==> config.mk <==
export PLATFORM = sky130hd
export DESIGN_NAME = hack_mul_seq_flat
export DESIGN_NICKNAME = d
export VERILOG_FILES = /design/src/rtl/hack_alu_pkg.sv /design/src/rtl/hack_mul_seq_if.sv /design/src/rtl/alu_optimized2.sv /design/src/rtl/hack_mul_seq.sv /design/src/flat_wrapper.sv
export SDC_FILE = /design/constraint.sdc
export NUM_CORES = 1
export LEC_CHECK = 0
export BUFFER_PORTS_ARGS = -buffer_cell sky130_fd_sc_hd__buf_2
export CAP_MARGIN = 40
export CORE_MARGIN = 1.5
export CORE_UTILIZATION = 50
export CTS_CLUSTER_DIAMETER = 120
export DETAILED_ROUTE_END_ITERATION = 10
export MAX_ROUTING_LAYER = met4
export PLACE_DENSITY = 0.75
export SETUP_SLACK_MARGIN = 0.02
export SLEW_MARGIN = 10
export SYNTH_ARGS = -nofsm -noshare
export SYNTH_HDL_FRONTEND = slang
export SYNTH_SLANG_ARGS = --single-unit
==> constraint.sdc <==
create_clock -name clk -period 4 [get_ports clk]
set_input_delay 0.4 -clock clk [delete_from_list [all_inputs] [get_ports clk]]
set_output_delay 0.4 -clock clk [all_outputs]
set_load 0.02 [all_outputs]
==> src/rtl/hack_alu_pkg.sv <==
// Shared types and Hack ALU function codes for sequencers built around alu_optimized2.
// Pure declarations; no logic.
package hack_alu_pkg;

    typedef enum logic [1:0] {IDLE, ADD, DBL, DONE} mul_state_t;

    // fn = {zx, nx, zy, ny, f, no}
    localparam logic [5:0] FN_ZERO      = 6'b101010;
    localparam logic [5:0] FN_ONE       = 6'b111111;
    localparam logic [5:0] FN_NEG_ONE   = 6'b111010;
    localparam logic [5:0] FN_X         = 6'b001100;
    localparam logic [5:0] FN_Y         = 6'b110000;
    localparam logic [5:0] FN_NOT_X     = 6'b001101;
    localparam logic [5:0] FN_NOT_Y     = 6'b110001;
    localparam logic [5:0] FN_NEG_X     = 6'b001111;
    localparam logic [5:0] FN_NEG_Y     = 6'b110011;
    localparam logic [5:0] FN_X_PLUS_1  = 6'b011111;
    localparam logic [5:0] FN_Y_PLUS_1  = 6'b110111;
    localparam logic [5:0] FN_X_MINUS_1 = 6'b001110;
    localparam logic [5:0] FN_Y_MINUS_1 = 6'b110010;
    localparam logic [5:0] FN_X_PLUS_Y  = 6'b000010;
    localparam logic [5:0] FN_X_MINUS_Y = 6'b010011;
    localparam logic [5:0] FN_Y_MINUS_X = 6'b000111;
    localparam logic [5:0] FN_X_AND_Y   = 6'b000000;
    localparam logic [5:0] FN_X_OR_Y    = 6'b010101;

endpackage

==> src/rtl/hack_mul_seq_if.sv <==
// Request/response handshake bundle for the sequential multiplier.
// slave = multiplier side, master = requester side.
interface hack_mul_seq_if;
    logic        req_valid;
    logic        req_ready;
    logic [15:0] req_a;
    logic [15:0] req_b;
    logic        resp_valid;
    logic        resp_ready;
    logic [15:0] resp_prod;
    logic        resp_zero;
    logic        resp_neg;

    modport slave (
        input  req_valid, req_a, req_b, resp_ready,
        output req_ready, resp_valid, resp_prod, resp_zero, resp_neg
    );

    modport master (
        output req_valid, req_a, req_b, resp_ready,
        input  req_ready, resp_valid, resp_prod, resp_zero, resp_neg
    );
endinterface

==> src/rtl/alu_optimized2.sv <==
// Hack ALU: 16-bit combinational datapath controlled by {zx,nx,zy,ny,f,no}.
// Latency: combinational. Backpressure: none.
module alu_optimized2 (
    input  logic [15:0] x,
    input  logic [15:0] y,
    input  logic [5:0]  fn,
    output logic [15:0] out,
    output logic        zero,
    output logic        neg
);
    logic [15:0] xz, xn, yz, yn, r;

    always_comb begin
        xz   = fn[5] ? 16'h0000 : x;
        xn   = fn[4] ? ~xz : xz;
        yz   = fn[3] ? 16'h0000 : y;
        yn   = fn[2] ? ~yz : yz;
        r    = fn[1] ? (xn + yn) : (xn & yn);
        out  = fn[0] ? ~r : r;
        zero = (out == 16'h0000);
        neg  = out[15];
    end
endmodule

==> src/rtl/hack_mul_seq.sv <==
// Shift-and-add 16x16 multiplier (low 16 bits) sequencing one Hack ALU in x+y mode.
// Latency: 16 + popcount(b) cycles; with HACK_MUL_EARLY_EXIT_EN stops after the multiplier's top set bit.
// Backpressure: one request in flight; result held in DONE until resp_ready.
module hack_mul_seq
    import hack_alu_pkg::*;
(
    input  logic            clk,
    input  logic            rst_n,
    hack_mul_seq_if.slave   mul
);
    mul_state_t  state_q, state_d;
    logic [15:0] prod_q, prod_d;
    logic [15:0] mcand_q, mcand_d;
    logic [15:0] mplier_q, mplier_d;
    logic [3:0]  cnt_q, cnt_d;
    logic [15:0] alu_x, alu_y, alu_out;
    logic        alu_zero_unused, alu_neg_unused;
    logic        last_step;

    alu_optimized2 u_alu (
        .x    (alu_x),
        .y    (alu_y),
        .fn   (FN_X_PLUS_Y),
        .out  (alu_out),
        .zero (alu_zero_unused),
        .neg  (alu_neg_unused)
    );

    always_ff @(posedge clk or negedge rst_n) begin
        if (!rst_n) begin
            state_q  <= IDLE;
            prod_q   <= '0;
            mcand_q  <= '0;
            mplier_q <= '0;
            cnt_q    <= '0;
        end else begin
            state_q  <= state_d;
            prod_q   <= prod_d;
            mcand_q  <= mcand_d;
            mplier_q <= mplier_d;
            cnt_q    <= cnt_d;
        end
    end

    always_comb begin
        state_d        = state_q;
        prod_d         = prod_q;
        mcand_d        = mcand_q;
        mplier_d       = mplier_q;
        cnt_d          = cnt_q;
        alu_x          = '0;
        alu_y          = '0;
        last_step      = 1'b0;
        mul.req_ready  = 1'b0;
        mul.resp_valid = 1'b0;
        mul.resp_prod  = prod_q;
        mul.resp_zero  = (prod_q == 16'h0000);
        mul.resp_neg   = prod_q[15];

        case (state_q)
            IDLE: begin
                mul.req_ready = 1'b1;
                if (mul.req_valid) begin
                    prod_d   = '0;
                    mcand_d  = mul.req_a;
                    mplier_d = mul.req_b;
                    cnt_d    = '0;
                    state_d  = mul.req_b[0] ? ADD : DBL;
`ifdef HACK_MUL_EARLY_EXIT_EN
                    if (mul.req_b == 16'h0000) state_d = DONE;
`endif
                end
            end
            ADD: begin
                alu_x   = prod_q;
                alu_y   = mcand_q;
                prod_d  = alu_out;
                state_d = DBL;
            end
            DBL: begin
                alu_x    = mcand_q;
                alu_y    = mcand_q;
                mcand_d  = alu_out;
                mplier_d = mplier_q >> 1;
                cnt_d    = cnt_q + 4'd1;
                last_step = (cnt_q == 4'd15);
`ifdef HACK_MUL_EARLY_EXIT_EN
                // No set bits left above the one just consumed: the product is final.
                if (mplier_q[15:1] == 15'h0000) last_step = 1'b1;
`endif
                if (last_step)        state_d = DONE;
                else if (mplier_q[1]) state_d = ADD;
                else                  state_d = DBL;
            end
            DONE: begin
                mul.resp_valid = 1'b1;
                if (mul.resp_ready) state_d = IDLE;
            end
            default: state_d = IDLE;
        endcase
    end
endmodule

==> src/flat_wrapper.sv <==
// flat-port wrapper written by rule: the top's interface ports become plain ports
module hack_mul_seq_flat import hack_alu_pkg::*;
  (clk, rst_n, mul_req_valid, mul_req_a, mul_req_b, mul_resp_ready, mul_req_ready, mul_resp_valid, mul_resp_prod, mul_resp_zero, mul_resp_neg);
  hack_mul_seq_if mul_i ();
  input  logic clk;
  input  logic rst_n;
  input wire logic [$bits(mul_i.req_valid)-1:0] mul_req_valid;
  input wire logic [$bits(mul_i.req_a)-1:0] mul_req_a;
  input wire logic [$bits(mul_i.req_b)-1:0] mul_req_b;
  input wire logic [$bits(mul_i.resp_ready)-1:0] mul_resp_ready;
  output wire logic [$bits(mul_i.req_ready)-1:0] mul_req_ready;
  output wire logic [$bits(mul_i.resp_valid)-1:0] mul_resp_valid;
  output wire logic [$bits(mul_i.resp_prod)-1:0] mul_resp_prod;
  output wire logic [$bits(mul_i.resp_zero)-1:0] mul_resp_zero;
  output wire logic [$bits(mul_i.resp_neg)-1:0] mul_resp_neg;
  assign mul_i.req_valid = mul_req_valid;
  assign mul_i.req_a = mul_req_a;
  assign mul_i.req_b = mul_req_b;
  assign mul_i.resp_ready = mul_resp_ready;
  assign mul_req_ready = mul_i.req_ready;
  assign mul_resp_valid = mul_i.resp_valid;
  assign mul_resp_prod = mul_i.resp_prod;
  assign mul_resp_zero = mul_i.resp_zero;
  assign mul_resp_neg = mul_i.resp_neg;
  hack_mul_seq u_core (.clk(clk), .rst_n(rst_n), .mul(mul_i));
endmodule
* Word level (Yosys, flattened, before mapping)
Cells that the tools add are included.
Word-level totals: bits in registers 54, bits of input ports 36, output and inout bits 20, logic and storage cells 39
Operators by class: $add $sub $neg 2, equal/unequal tests 6, muxes and demuxes 18, reductions and logical operators 8
Operators by type and width (number):
- 16-bit case mux with 2 select lines | 4
- 16-bit 2-to-1 mux | 4
- 16-bit adder | 1
- 16-bit logical NOT | 1
- 2-bit 2-to-1 mux | 5
- 2-bit case mux with 4 select lines | 1
- 4-bit case mux with 2 select lines | 1
- 2-bit AND reduction | 3
- 4-bit by 1-bit adder with 4-bit output (second input constant) | 1
- 2-bit == test (second input constant) | 2
- 4-bit == test (second input constant) | 1
- 4-bit 2-to-1 mux | 1
- 2-bit inequality test (second input constant) | 2
- 2-bit nonzero test | 2
- 2-bit by 1-bit == test with 1-bit output (second input constant) | 1
- 2-bit logical NOT | 1
- 1-bit 2-to-1 mux | 2
- 2-bit OR reduction | 1

* Longest topological paths before layout
Gate-level depths: netlist of run 1.
word-level depth 5, mapped depth 14, mapped depth without buffers 12

* Hierarchy
From an unflattened synthesis of run 1, not the netlist that was laid out.
Second synthesis, totals: cell total of the unflattened synthesis 496, area total of the unflattened synthesis 4450.5 µm²
Modules (own cells, without submodules):
- hack_mul_seq | instances 1, cells an instance 261, area each 2698.8 µm², seq. area each 1326.3 µm²
- alu_optimized2 | instances 1, cells an instance 235, area each 1751.7 µm², seq. area each 0.0 µm²

* Worst setup path after synthesis of run 1
OpenSTA, ideal clock, no wires.
path kind reg-to-reg, start register u_core.state_q[0], end register u_core.mcand_q[14], setup time 134 ps, arrival time 3184 ps, required time 3866 ps, slack 683 ps, stages on the path, launching flop included 14, buffers on the path 1, period minus slack after synthesis 3317 ps, cells stage by stage dfrtp_1 -> inv_1 -> ha_1 -> and2_1 -> clkbuf_1 -> a22o_1 -> ha_1 -> fa_1 -> a211oi_2 -> nor4_1 -> o41ai_2 -> mux2i_1 -> a31o_1 -> o211ai_2
On the way: longest elaborated chain between the ends 5, elaborated cells on any way between the ends 11, those cells by class 1 x add/sub; 3 x eq/ne; 3 x mux; 4 x reduce/logical
RTL lines:
- from (decl) | line hack_mul_seq.sv:11 | mul_state_t state_q, state_d;
- from (signal assigned) | line hack_mul_seq.sv:37 | state_q <= state_d;
- 2-bit by 1-bit == test with 1-bit output or 2-bit == test (tied branches) | line hack_mul_seq.sv:60 | case (state_q)
- 2-bit OR reduction (no source line)
- 16-bit 2-to-1 mux | line hack_mul_seq.sv:60
- 16-bit adder | line alu_optimized2.sv:18 | r = fn[1] ? (xn + yn) : (xn & yn);
- 16-bit case mux with 2 select lines | line hack_mul_seq.sv:60
- to (signal assigned) | line hack_mul_seq.sv:39 | mcand_q <= mcand_d;
- to (decl) | line hack_mul_seq.sv:13 | logic [15:0] mcand_q, mcand_d;
Parallel ways exist; a longest one is shown, timed or not. A chain may end at the register's enable or synchronous reset.

* Worst setup path after layout of run 1
Same ends and word-level chain as after synthesis.

==> impl_metrics.env, run 1 <==
export IMPL_status="complete, no violations"
export IMPL_antenna_found_initial=0
export IMPL_ant_nets=0
export IMPL_yosysWarnings=0
export IMPL_initial_utilization_pct=51.4
export IMPL_fin_area_um2=3960
export IMPL_place_area_um2=3830
export IMPL_crit_fanout=11
export IMPL_clock_sinks=53
export IMPL_async_flop_share_pct=100
export IMPL_fmax_mhz=268
export IMPL_setup_violations=0
export IMPL_critPathRequiredTime_ns=4.17
export IMPL_grt_pass1_vias=2950
export IMPL_worstPathCellList="inv_1 -> ha_1 -> and2_1 -> a22o_1 -> ha_1 -> fa_1 -> a211oi_2 -> nor4_1 -> o41ai_2 -> mux2i_1 -> a31o_1 -> o211ai_2"
export IMPL_drt_iter0_markers=130
export IMPL_clk_pin_slew_ns=0.10
export IMPL_hold_violations=0
export IMPL_worstReg2RegEnd="u_core.mcand_q[14]"
export IMPL_power_density_nw_per_um2=839
export IMPL_post_cts_buffers=0
export IMPL_postCtsHoldBufs=0
export IMPL_syn_avg_cell_area_um2=9.16
export IMPL_cts_buffers=5
export IMPL_grt_pass1_wl_um=14300
export IMPL_drc=0
export IMPL_wirelength_um=8430
export IMPL_ir_worst_vdd_mv=0.429
export IMPL_slew_headroom_pct=46.4
export IMPL_vias=3016
export IMPL_layout_setup_ws_ns=0.272
export IMPL_drtPass1Iterations=5
export IMPL_synth_nets=437
export IMPL_worstMarginPinSlew_ns=0.803
export IMPL_reg2reg_slack_ns=0.27
export IMPL_drv_cap=0
export IMPL_cp_num_buf_inv=1
export IMPL_io_pins=56
export IMPL_seqCellArea_um2=1330
export IMPL_tns_ns=0
export IMPL_die_h_um=86.3
export IMPL_fp_dieW_um=86.3
export IMPL_finalCriticalPeriod_ns=3.73
export IMPL_drv_slew=0
export IMPL_ctsHtreeMaxLevel=2
export IMPL_fillCellCount=633
export IMPL_final_period_utilization_pct=93.2
export IMPL_viasPerCell=5.93
export IMPL_diodes=0
export IMPL_finClkSkew_ns=0.0119
export IMPL_core_um2=6760
export IMPL_ctsRootBufferMaster="clkbuf_8"
export IMPL_cp_arrival_ns=3.90
export IMPL_cp_top_family="compound AO/OA/AOI/OAI gates"
export IMPL_pre_cts_slack_ns=0.377
export IMPL_yosysUniqueCellTypes=48
export IMPL_design_die_area_um2=7450
export IMPL_r2r_start="u_core.state_q[0]"
export IMPL_nets=486
export IMPL_cts_tree="yes"
export IMPL_rows=30
export IMPL_worstSetupStartpointType="flop"
export IMPL_synth_edf_count=0
export IMPL_final_common_cell="buf_2"
export IMPL_slowest_stage="o41ai_2"
export IMPL_synthToLayoutAreaGrowth_pct=14.1
export IMPL_io_buffers=55
export IMPL_hold_class="input port to asynchronous set/reset pin"
export IMPL_grt_max_degree=54
export IMPL_cts_path_max_buffers=2
export IMPL_crit_top_cell="ha_1"
export IMPL_cpPeakStageDelay_ns=0.49
export IMPL_critical_path_class="flop to flop"
export IMPL_reg2reg_depth=12
export IMPL_seq_area_frac_synth_pct=38.2
export IMPL_grt_overflow=0
export IMPL_crit_path_end_kind="flop"
export IMPL_drive_above_1_share_pct=18.2
export IMPL_cts_resized=0
export IMPL_gp_congestion=0.931
export IMPL_p_leak_nw=1.91
export IMPL_synthesis_area_um2=3470
export IMPL_multi_input_area_um2=2040
export IMPL_dp_hpwl_um=6120
export IMPL_wire_per_inst_um=16.6
export IMPL_grt_total_usage_pct=24.6
export IMPL_synth_top_flop_cell="dfrtp_1"
export IMPL_rsz0062_at_grt="false"
export IMPL_clk_latency_ns=0.31
export IMPL_ys_ff_latch=53
export IMPL_layout_common_cells="buf_2 (55), dfrtp_1 (53), nand2_1 (49)"
export IMPL_synthCells=379
-- synth_stat cells, types with 2 or more instances --
| master | instances | area (um2) |
|---|---|---|
| dfrtp_1 | 53 | 1330 |
| nand2_1 | 49 | 184 |
| o21ai_0 | 43 | 215 |
| a21oi_1 | 25 | 125 |
| a22o_1 | 25 | 219 |
| mux2i_1 | 23 | 230 |
| ha_1 | 21 | 263 |
| and2_1 | 19 | 119 |
| clkbuf_1 | 15 | 56.3 |
| xnor2_1 | 8 | 70.1 |
| inv_1 | 7 | 26.3 |
| nor2_1 | 7 | 26.3 |
| a21o_1 | 6 | 45.0 |
| a31oi_1 | 6 | 37.5 |
| nor2b_1 | 5 | 31.3 |
| nor4_1 | 5 | 31.3 |
| xor2_1 | 5 | 43.8 |
| nand2b_1 | 4 | 25.0 |
| nand3_1 | 4 | 20.0 |
| nor3b_1 | 4 | 30.0 |
| o21bai_1 | 4 | 30.0 |
| buf_2 | 3 | 15.0 |
| nor3_1 | 3 | 15.0 |
| o21a_1 | 3 | 22.5 |
| a22oi_1 | 2 | 15.0 |
| a32o_1 | 2 | 20.0 |
| buf_1 | 2 | 7.51 |
| nand4_1 | 2 | 12.5 |
| o21ai_1 | 2 | 10.0 |
| o22a_1 | 2 | 17.5 |
| o22ai_1 | 2 | 12.5 |
| or2_2 | 2 | 12.5 |
-- kinds of logic after synthesis --
logic type	after synthesis	synth area share (%)
buf+inv	28	3.24
xor+xnor	13	3.28
flops	53	38.2
mux	23	6.63
compound gates	131	24.8
simple gates	109	15.7
fa+ha+maj	22	8.14
-- state kept, by name, summed over array words and instances, names as in the netlist --
register / count
u_core.mcand_q: 16
u_core.mul.resp_prod: 16
u_core.mplier_q: 15
u_core.cnt_q: 4
u_core.state_q: 2
-- worst max path at each step --
stage	endpoint	start	cells past startpoint	slack, ns
floorplan	u_core.mcand_q[14]	u_core.state_q[0]	13	0.68
global placement	u_core.mcand_q[14]	u_core.state_q[0]	12	0.49
detailed placement	u_core.mcand_q[14]	u_core.state_q[0]	12	0.38
CTS	u_core.mcand_q[14]	u_core.state_q[0]	12	0.30
global route	u_core.mcand_q[14]	u_core.state_q[0]	12	0.06
finish	u_core.mcand_q[14]	u_core.state_q[0]	12	0.27
-- power by group --
group / switching, mW / total, mW / leakage (nW) / internal [mW]
combinational: 1.18 / 1.93 / 1.16 / 0.754
clock: 0.184 / 0.433 / 0.0681 / 0.249
sequential: 0.197 / 0.960 / 0.684 / 0.762
total: 1.56 / 3.33 / 1.91 / 1.77
-- layout make-up --
cell class | instances | area share [%]
Multi-Input combinational cell | 298 | 51.5
Clock inverter | 3 | 1.64
Clock buffer | 5 | 1.74
Inverter | 7 | 0.663
Tap cell | 80 | 2.53
Sequential cell | 53 | 33.5
Timing Repair Buffer | 63 | 8.46
-- stage by stage --
step / hold WS (ns) / std cells / power (mW) / utilization [%]
after floorplan: 0.104 / 379 / 2.36 / -
after CTS: 0.217 / 509 / 3.34 / 58.6
final: 0.188 / 509 / 3.33 / 58.6
after global placement: 0.464 / 501 / 2.84 / 56.6
after global routing: 0.269 / 509 / 3.60 / 58.6
after detailed placement: 0.479 / 501 / 2.89 / 56.6
-- metal layers --
layer | share of wire (%) | track usage [%] | wire length (um) | vias up
met2 | 49 | 41.5 | 4150 | 65
met5 | 0 | - | 0 | -
met3 | 3.4 | 3.52 | 283 | 10
li1 | - | - | - | 1477
met1 | 46 | 31.0 | 3880 | 1464
met4 | 1.4 | 7.04 | 122 | 0
(Power assumes the default switching activity.)
==> run 2: changes to the inputs <==
--- a/config.mk
+++ b/config.mk
@@ -9,10 +9,11 @@
 export CAP_MARGIN = 40
 export CORE_MARGIN = 1.5
 export CORE_UTILIZATION = 50
+export CTS_BUF_LIST = sky130_fd_sc_hd__clkbuf_8
 export CTS_CLUSTER_DIAMETER = 120
 export DETAILED_ROUTE_END_ITERATION = 10
 export MAX_ROUTING_LAYER = met4
-export PLACE_DENSITY = 0.75
+export PLACE_DENSITY = 0.78
 export SETUP_SLACK_MARGIN = 0.02
 export SLEW_MARGIN = 10
 export SYNTH_ARGS = -nofsm -noshare
==> constraint.sdc (replaced) <==
create_clock -name clk -period 3 [get_ports clk]
set_input_delay 0.3 -clock clk [delete_from_list [all_inputs] [get_ports clk]]
set_output_delay 0.3 -clock clk [all_outputs]
set_load 0.02 [all_outputs]
==> impl_metrics.env, run 2 (synthesis results as in run 1) <==
export IMPL_wirelength_um=9220
export IMPL_status="complete, but fails checks"
export IMPL_layout_common_cells="buf_2 (55), dfrtp_1 (53), nand2_1 (49)"
export IMPL_ctsRootBufferMaster="clkbuf_8"
export IMPL_core_um2=6760
export IMPL_r2r_start="u_core.state_q[1]"
export IMPL_combPwrFrac_pct=64.7
export IMPL_drive_above_1_share_pct=29.7
export IMPL_grt_pass1_wl_um=14700
export IMPL_hold_ws_ns=-0.0191
export IMPL_grt_pass1_vias=3094
export IMPL_rsz0062_at_grt="true"
export IMPL_ctsHtreeMaxLevel=2
export IMPL_critical_path_class="flop to flop"
export IMPL_drv_slew=0
export IMPL_cts_buffers=5
export IMPL_p_leak_nw=2.09
export IMPL_viasPerCell=6.01
export IMPL_worstReg2RegEnd="u_core.mcand_q[14]"
export IMPL_worstSetupStartpointType="flop"
export IMPL_drc=0
export IMPL_p_switching_mw=2.30
export IMPL_ant_nets=0
export IMPL_io_pins=56
export IMPL_setup_violations=1
export IMPL_die_h_um=86.3
export IMPL_cp_top_family="compound AO/OA/AOI/OAI gates"
export IMPL_nets=518
export IMPL_worstPathCellList="inv_2 -> ha_4 -> and2_4 -> buf_4 -> a22o_1 -> ha_4 -> a21o_1 -> a211o_1 -> o41ai_4 -> mux2i_1 -> a31o_1 -> o211ai_2"
export IMPL_dp_hpwl_um=6460
export IMPL_finClkSkew_ns=0.00758
export IMPL_finalCriticalPeriod_ns=3.07
export IMPL_rows=30
export IMPL_grt_max_degree=41
export IMPL_crit_top_cell="ha_4"
export IMPL_final_common_cell="buf_2"
export IMPL_crit_path_end_kind="flop"
export IMPL_fmax_mhz=326
export IMPL_cpPeakStageDelay_ns=0.41
export IMPL_diodes=0
export IMPL_initial_utilization_pct=51.4
export IMPL_final_period_utilization_pct=102
export IMPL_cts_tree="yes"
export IMPL_crit_fanout=8
export IMPL_violations="negative hold slack, negative setup slack"
export IMPL_p_clk_share_pct=9.1
export IMPL_reg2reg_depth=12
export IMPL_antenna_found_initial=0
export IMPL_slew_headroom_pct=41.1
export IMPL_internal_power_mw=2.56
export IMPL_cts_path_max_buffers=2
export IMPL_hold_class="input port to asynchronous set/reset pin"
export IMPL_grt_total_usage_pct=25.6
export IMPL_layout_setup_ws_ns=-0.0674
export IMPL_drv_cap=0
export IMPL_clk_pin_slew_ns=0.10
export IMPL_critPathLaunch="u_core.state_q[1]"
export IMPL_drt_iter0_markers=168
export IMPL_design_die_area_um2=7450
export IMPL_clock_sinks=53
export IMPL_grt_overflow=0
export IMPL_power_density_nw_per_um2=1110
export IMPL_clk_latency_ns=0.31
export IMPL_critPathRequiredTime_ns=3.19
export IMPL_worstMarginPinSlew_ns=0.878
export IMPL_cp_num_buf_inv=2
export IMPL_gp_congestion=0.972
export IMPL_hold_violations=25
export IMPL_synthToLayoutAreaGrowth_pct=25.9
export IMPL_wire_per_inst_um=17.0
export IMPL_postCtsHoldBufs=0
export IMPL_fp_dieW_um=86.3
export IMPL_netSwitchingFraction_pct=47.3
export IMPL_slowest_stage="o41ai_4"
export IMPL_ir_worst_vdd_mv=0.536
export IMPL_io_buffers=55
export IMPL_cp_arrival_ns=3.25
export IMPL_vias=3254
export IMPL_drtPass1Iterations=4
export IMPL_reg2reg_slack_ns=-0.07
export IMPL_power_frac_seq_pct=26.2
export IMPL_fin_util_pct=64.7
==> run 2: cell types whose count changed in the layout (fill, tap and decap cells not counted), moves of 3 or more <==
cell     before  now
ha_4          0    6
o21ai_1       1    6
a21oi_1      25   22
a21oi_2       0    3
ha_1         20   12
o21ai_0      43   35
buf_4         8   38
==> run 2: how the worst max path moves through the flow <==
stage / slack [ns] / endpoint / cells after the start
floorplan: -0.05 / u_core.mcand_q[14] / 13
global placement: 0.01 / u_core.mcand_q[14] / 12
detailed placement: -0.1 / u_core.mcand_q[14] / 12
CTS: -0.08 / u_core.mcand_q[14] / 12
global route: -0.15 / u_core.mcand_q[14] / 12
finish: -0.07 / u_core.mcand_q[14] / 12
==> run 2: final cells by class <==
cell class                      count  area [um2]
Fill cell                         544        2380
Multi-Input combinational cell    298        2240
Sequential cell                    53        1330
Timing Repair Buffer               95         583
Tap cell                           80         100
Clock buffer                        6        82.6
Inverter                            7        26.3
Clock inverter                      2        13.8
==> run 2: power by group through the flow <==
stage	Sequential [mW]	Combinational, mW	Clock (mW)
2_1_floorplan	1.29	1.95	0
3_3_place_gp	1.26	2.76	0
3_5_place_dp	1.28	2.84	0
4_1_cts	1.27	2.95	0.446
5_1_grt	1.31	3.42	0.467
6_report	1.28	3.14	0.441
==> run 2: metal layers <==
layer  track usage [%]  share of wire [%]
met2              44.7                 50
met1              31.6                 43
met4              5.13                1.7
met5                 -                  0
met3              3.71                4.8
==> run 2: metrics by stage <==
stage / TNS, ns / area (um2) / total power, mW / setup slack [ns] / std cells
CTS: -0.0829 / 4240 / 4.67 / -0.0829 / 538
floorplan: -0.0494 / 3540 / 3.24 / -0.0494 / 379
detailed placement: -0.154 / 4060 / 4.12 / -0.0962 / 525
global route: -0.251 / 4370 / 5.20 / -0.154 / 541
finish: -0.0674 / 4370 / 4.86 / -0.0674 / 541
global placement: 0 / 4060 / 4.02 / 0.0127 / 525
==> run 2: timing repair <==
| action | 4_1_cts | 5_1_grt |
|---|---|---|
| gates resized for setup | 12 | 21 |
| pin swaps | 8 | 12 |
| buffers inserted | 5 | 4 |
| endpoints found under the setup margin | 7 | 16 |
==> run 3: changes to the inputs <==
--- a/config.mk
+++ b/config.mk
@@ -13,9 +13,10 @@
 export CTS_CLUSTER_DIAMETER = 120
 export DETAILED_ROUTE_END_ITERATION = 10
 export MAX_ROUTING_LAYER = met4
-export PLACE_DENSITY = 0.78
+export PLACE_DENSITY = 0.76
 export SETUP_SLACK_MARGIN = 0.02
 export SLEW_MARGIN = 10
 export SYNTH_ARGS = -nofsm -noshare
 export SYNTH_HDL_FRONTEND = slang
+export SYNTH_HIERARCHICAL = 1
 export SYNTH_SLANG_ARGS = --single-unit
==> impl_metrics.env, run 3 <==
export IMPL_cts_buffers=5
export IMPL_cpPeakStageDelay_ns=0.42
export IMPL_yosysWarnings=6
export IMPL_die_h_um=96.1
export IMPL_grt_total_usage_pct=26.3
export IMPL_nets=658
export IMPL_crit_path_end_kind="flop"
export IMPL_core_um2=8300
export IMPL_viasPerCell=5.68
export IMPL_fin_util_pct=69.5
export IMPL_grt_overflow=0
export IMPL_grt_max_degree=49
export IMPL_grt_pass1_vias=3862
export IMPL_status="complete, but fails checks"
export IMPL_drc=0
export IMPL_drv_slew=0
export IMPL_diodes=0
export IMPL_worstPathCellList="inv_2 -> ha_4 -> and2_4 -> a22o_1 -> nand2b_1 -> xnor2_1 -> ha_2 -> fa_2 -> a21o_1 -> a221oi_2 -> nor4_2 -> o31ai_2 -> nand4b_1 -> o311a_1 -> xnor2_2 -> mux2i_1 -> o21ai_1"
export IMPL_wirelength_um=12000
export IMPL_io_buffers=55
export IMPL_critical_path_class="flop to flop"
export IMPL_fillCellCount=603
export IMPL_synthesis_area_um2=4340
export IMPL_fp_dieW_um=96.1
export IMPL_rsz0062_at_grt="true"
export IMPL_power_mw=6.72
export IMPL_layout_setup_ws_ns=-0.626
export IMPL_hold_class="input port to asynchronous set/reset pin"
export IMPL_dp_hpwl_um=8350
export IMPL_vias=4011
export IMPL_ctsHtreeMaxLevel=2
export IMPL_hold_ws_ns=-0.00459
export IMPL_slew_headroom_pct=36.5
export IMPL_grt_pass1_wl_um=18200
export IMPL_ir_worst_vdd_mv=0.826
export IMPL_ant_nets=0
export IMPL_clock_sinks=53
export IMPL_finalCriticalPeriod_ns=3.63
export IMPL_drtPass1Iterations=5
export IMPL_crit_fanout=8
export IMPL_finClkSkew_ns=0.00337
export IMPL_clk_latency_ns=0.31
export IMPL_synthCells=480
export IMPL_cts_path_max_buffers=2
export IMPL_drt_iter0_markers=217
export IMPL_violations="negative hold slack, negative setup slack"
export IMPL_drive_above_1_share_pct=34.4
export IMPL_setup_violations=24
export IMPL_io_pins=56
export IMPL_layout_common_cells="buf_4 (65), buf_2 (55), dfrtp_1 (53)"
export IMPL_antenna_found_initial=0
export IMPL_power_density_nw_per_um2=1170
export IMPL_cp_arrival_ns=3.87
export IMPL_design_die_area_um2=9240
export IMPL_instances_no_fill=706
export IMPL_drv_cap=0
export IMPL_cts_tree="yes"
export IMPL_wire_per_inst_um=17.0
export IMPL_final_period_utilization_pct=121
export IMPL_critPathRequiredTime_ns=3.24
export IMPL_hold_violations=4
export IMPL_slowest_stage="dfrtp_1"
export IMPL_ctsRootBufferMaster="clkbuf_8"
export IMPL_final_common_cell="buf_4"
export IMPL_worstSetupStartpointType="flop"
export IMPL_fmax_mhz=276
export IMPL_worstMarginPinSlew_ns=0.952
export IMPL_clk_pin_slew_ns=0.10
export IMPL_synthToLayoutAreaGrowth_pct=33.0
export IMPL_p_leak_nw=2.65
export IMPL_rows=33
export IMPL_syn_avg_cell_area_um2=9.03
export IMPL_initial_utilization_pct=52.3
export IMPL_postCtsHoldBufs=0
export IMPL_gp_congestion=0.906
export IMPL_placed_cells=683
-- run 3: worst max-delay path: cells and delay by family, from the launching register on --
family | cells | cell delay, ns
buf+inv | 1 | 0.09
fa+ha+maj | 3 | 0.74
simple gates | 4 | 0.47
compound gates | 6 | 1.42
flops | 1 | 0.42
xor+xnor | 2 | 0.31
mux | 1 | 0.11
-- run 3: repair_timing --
action                                 in CTS  in global routing
pin swaps                                  36                 37
setup endpoints to repair                  25                 27
setup buffers                              12                  7
endpoints found under the hold margin       0                  0
resized for setup                          60                 29
cloned                                      0                  0
-- run 3: area by class of cell --
type                       count  area [um2]  area share (%)
clock buffer                   5        68.8            1.19
timing repair buffer         130         885            15.3
inverter                      10        37.5           0.651
clock inverter                 3        46.3           0.803
multi-input combinational    400        3270            56.7
sequential                    53        1330            23.0
tap                          105         131            2.28
-- run 3: per-stage QoR --
stage | TNS [ns] | worst slack, ns | area, um2
2_1_floorplan | -5.19 | -0.609 | 4460
3_3_place_gp | -8.51 | -0.561 | 5140
3_5_place_dp | -10.28 | -0.708 | 5150
4_1_cts | -6.25 | -0.477 | 5570
5_1_grt | -12.65 | -0.749 | 5770
6_report | -9.02 | -0.626 | 5770
-- run 3: report_power, final --
| part | internal [mW] | switching [mW] | leakage, nW |
|---|---|---|---|
| sequential | 1.03 | 0.237 | 0.673 |
| clock | 0.250 | 0.243 | 0.0543 |
| combinational | 2.39 | 2.57 | 1.93 |
| total | 3.67 | 3.05 | 2.65 |
-- run 3: per-layer routing --
metal	part of all wire, %	up-vias	track usage, %
li1	-	1929	-
met3	4.6	35	2.53
met2	49	150	44.3
met1	43	1897	32.9
met4	3.5	0	9.31
met5	0	-	-
-- run 3: path summary, 6_finish.rpt --
kind / slack [ns] / start / endpoint / cells after the start
max: -0.63 / u_core/state_q[0] / u_core/mcand_q[14] / 17
min: -0.005 / rst_n / u_core/mplier_q[8] / 1
max reg2reg: -0.63 / u_core/state_q[0] / u_core/mcand_q[14] / 17
min reg2reg: 0.49 / u_core/mplier_q[13] / u_core/mplier_q[13] / 2
max in group asynchronous: 2.22 / rst_n / u_core/mcand_q[3] / 2
min in group clk: 0.26 / mul_req_a[15] / u_core/mcand_q[15] / 3
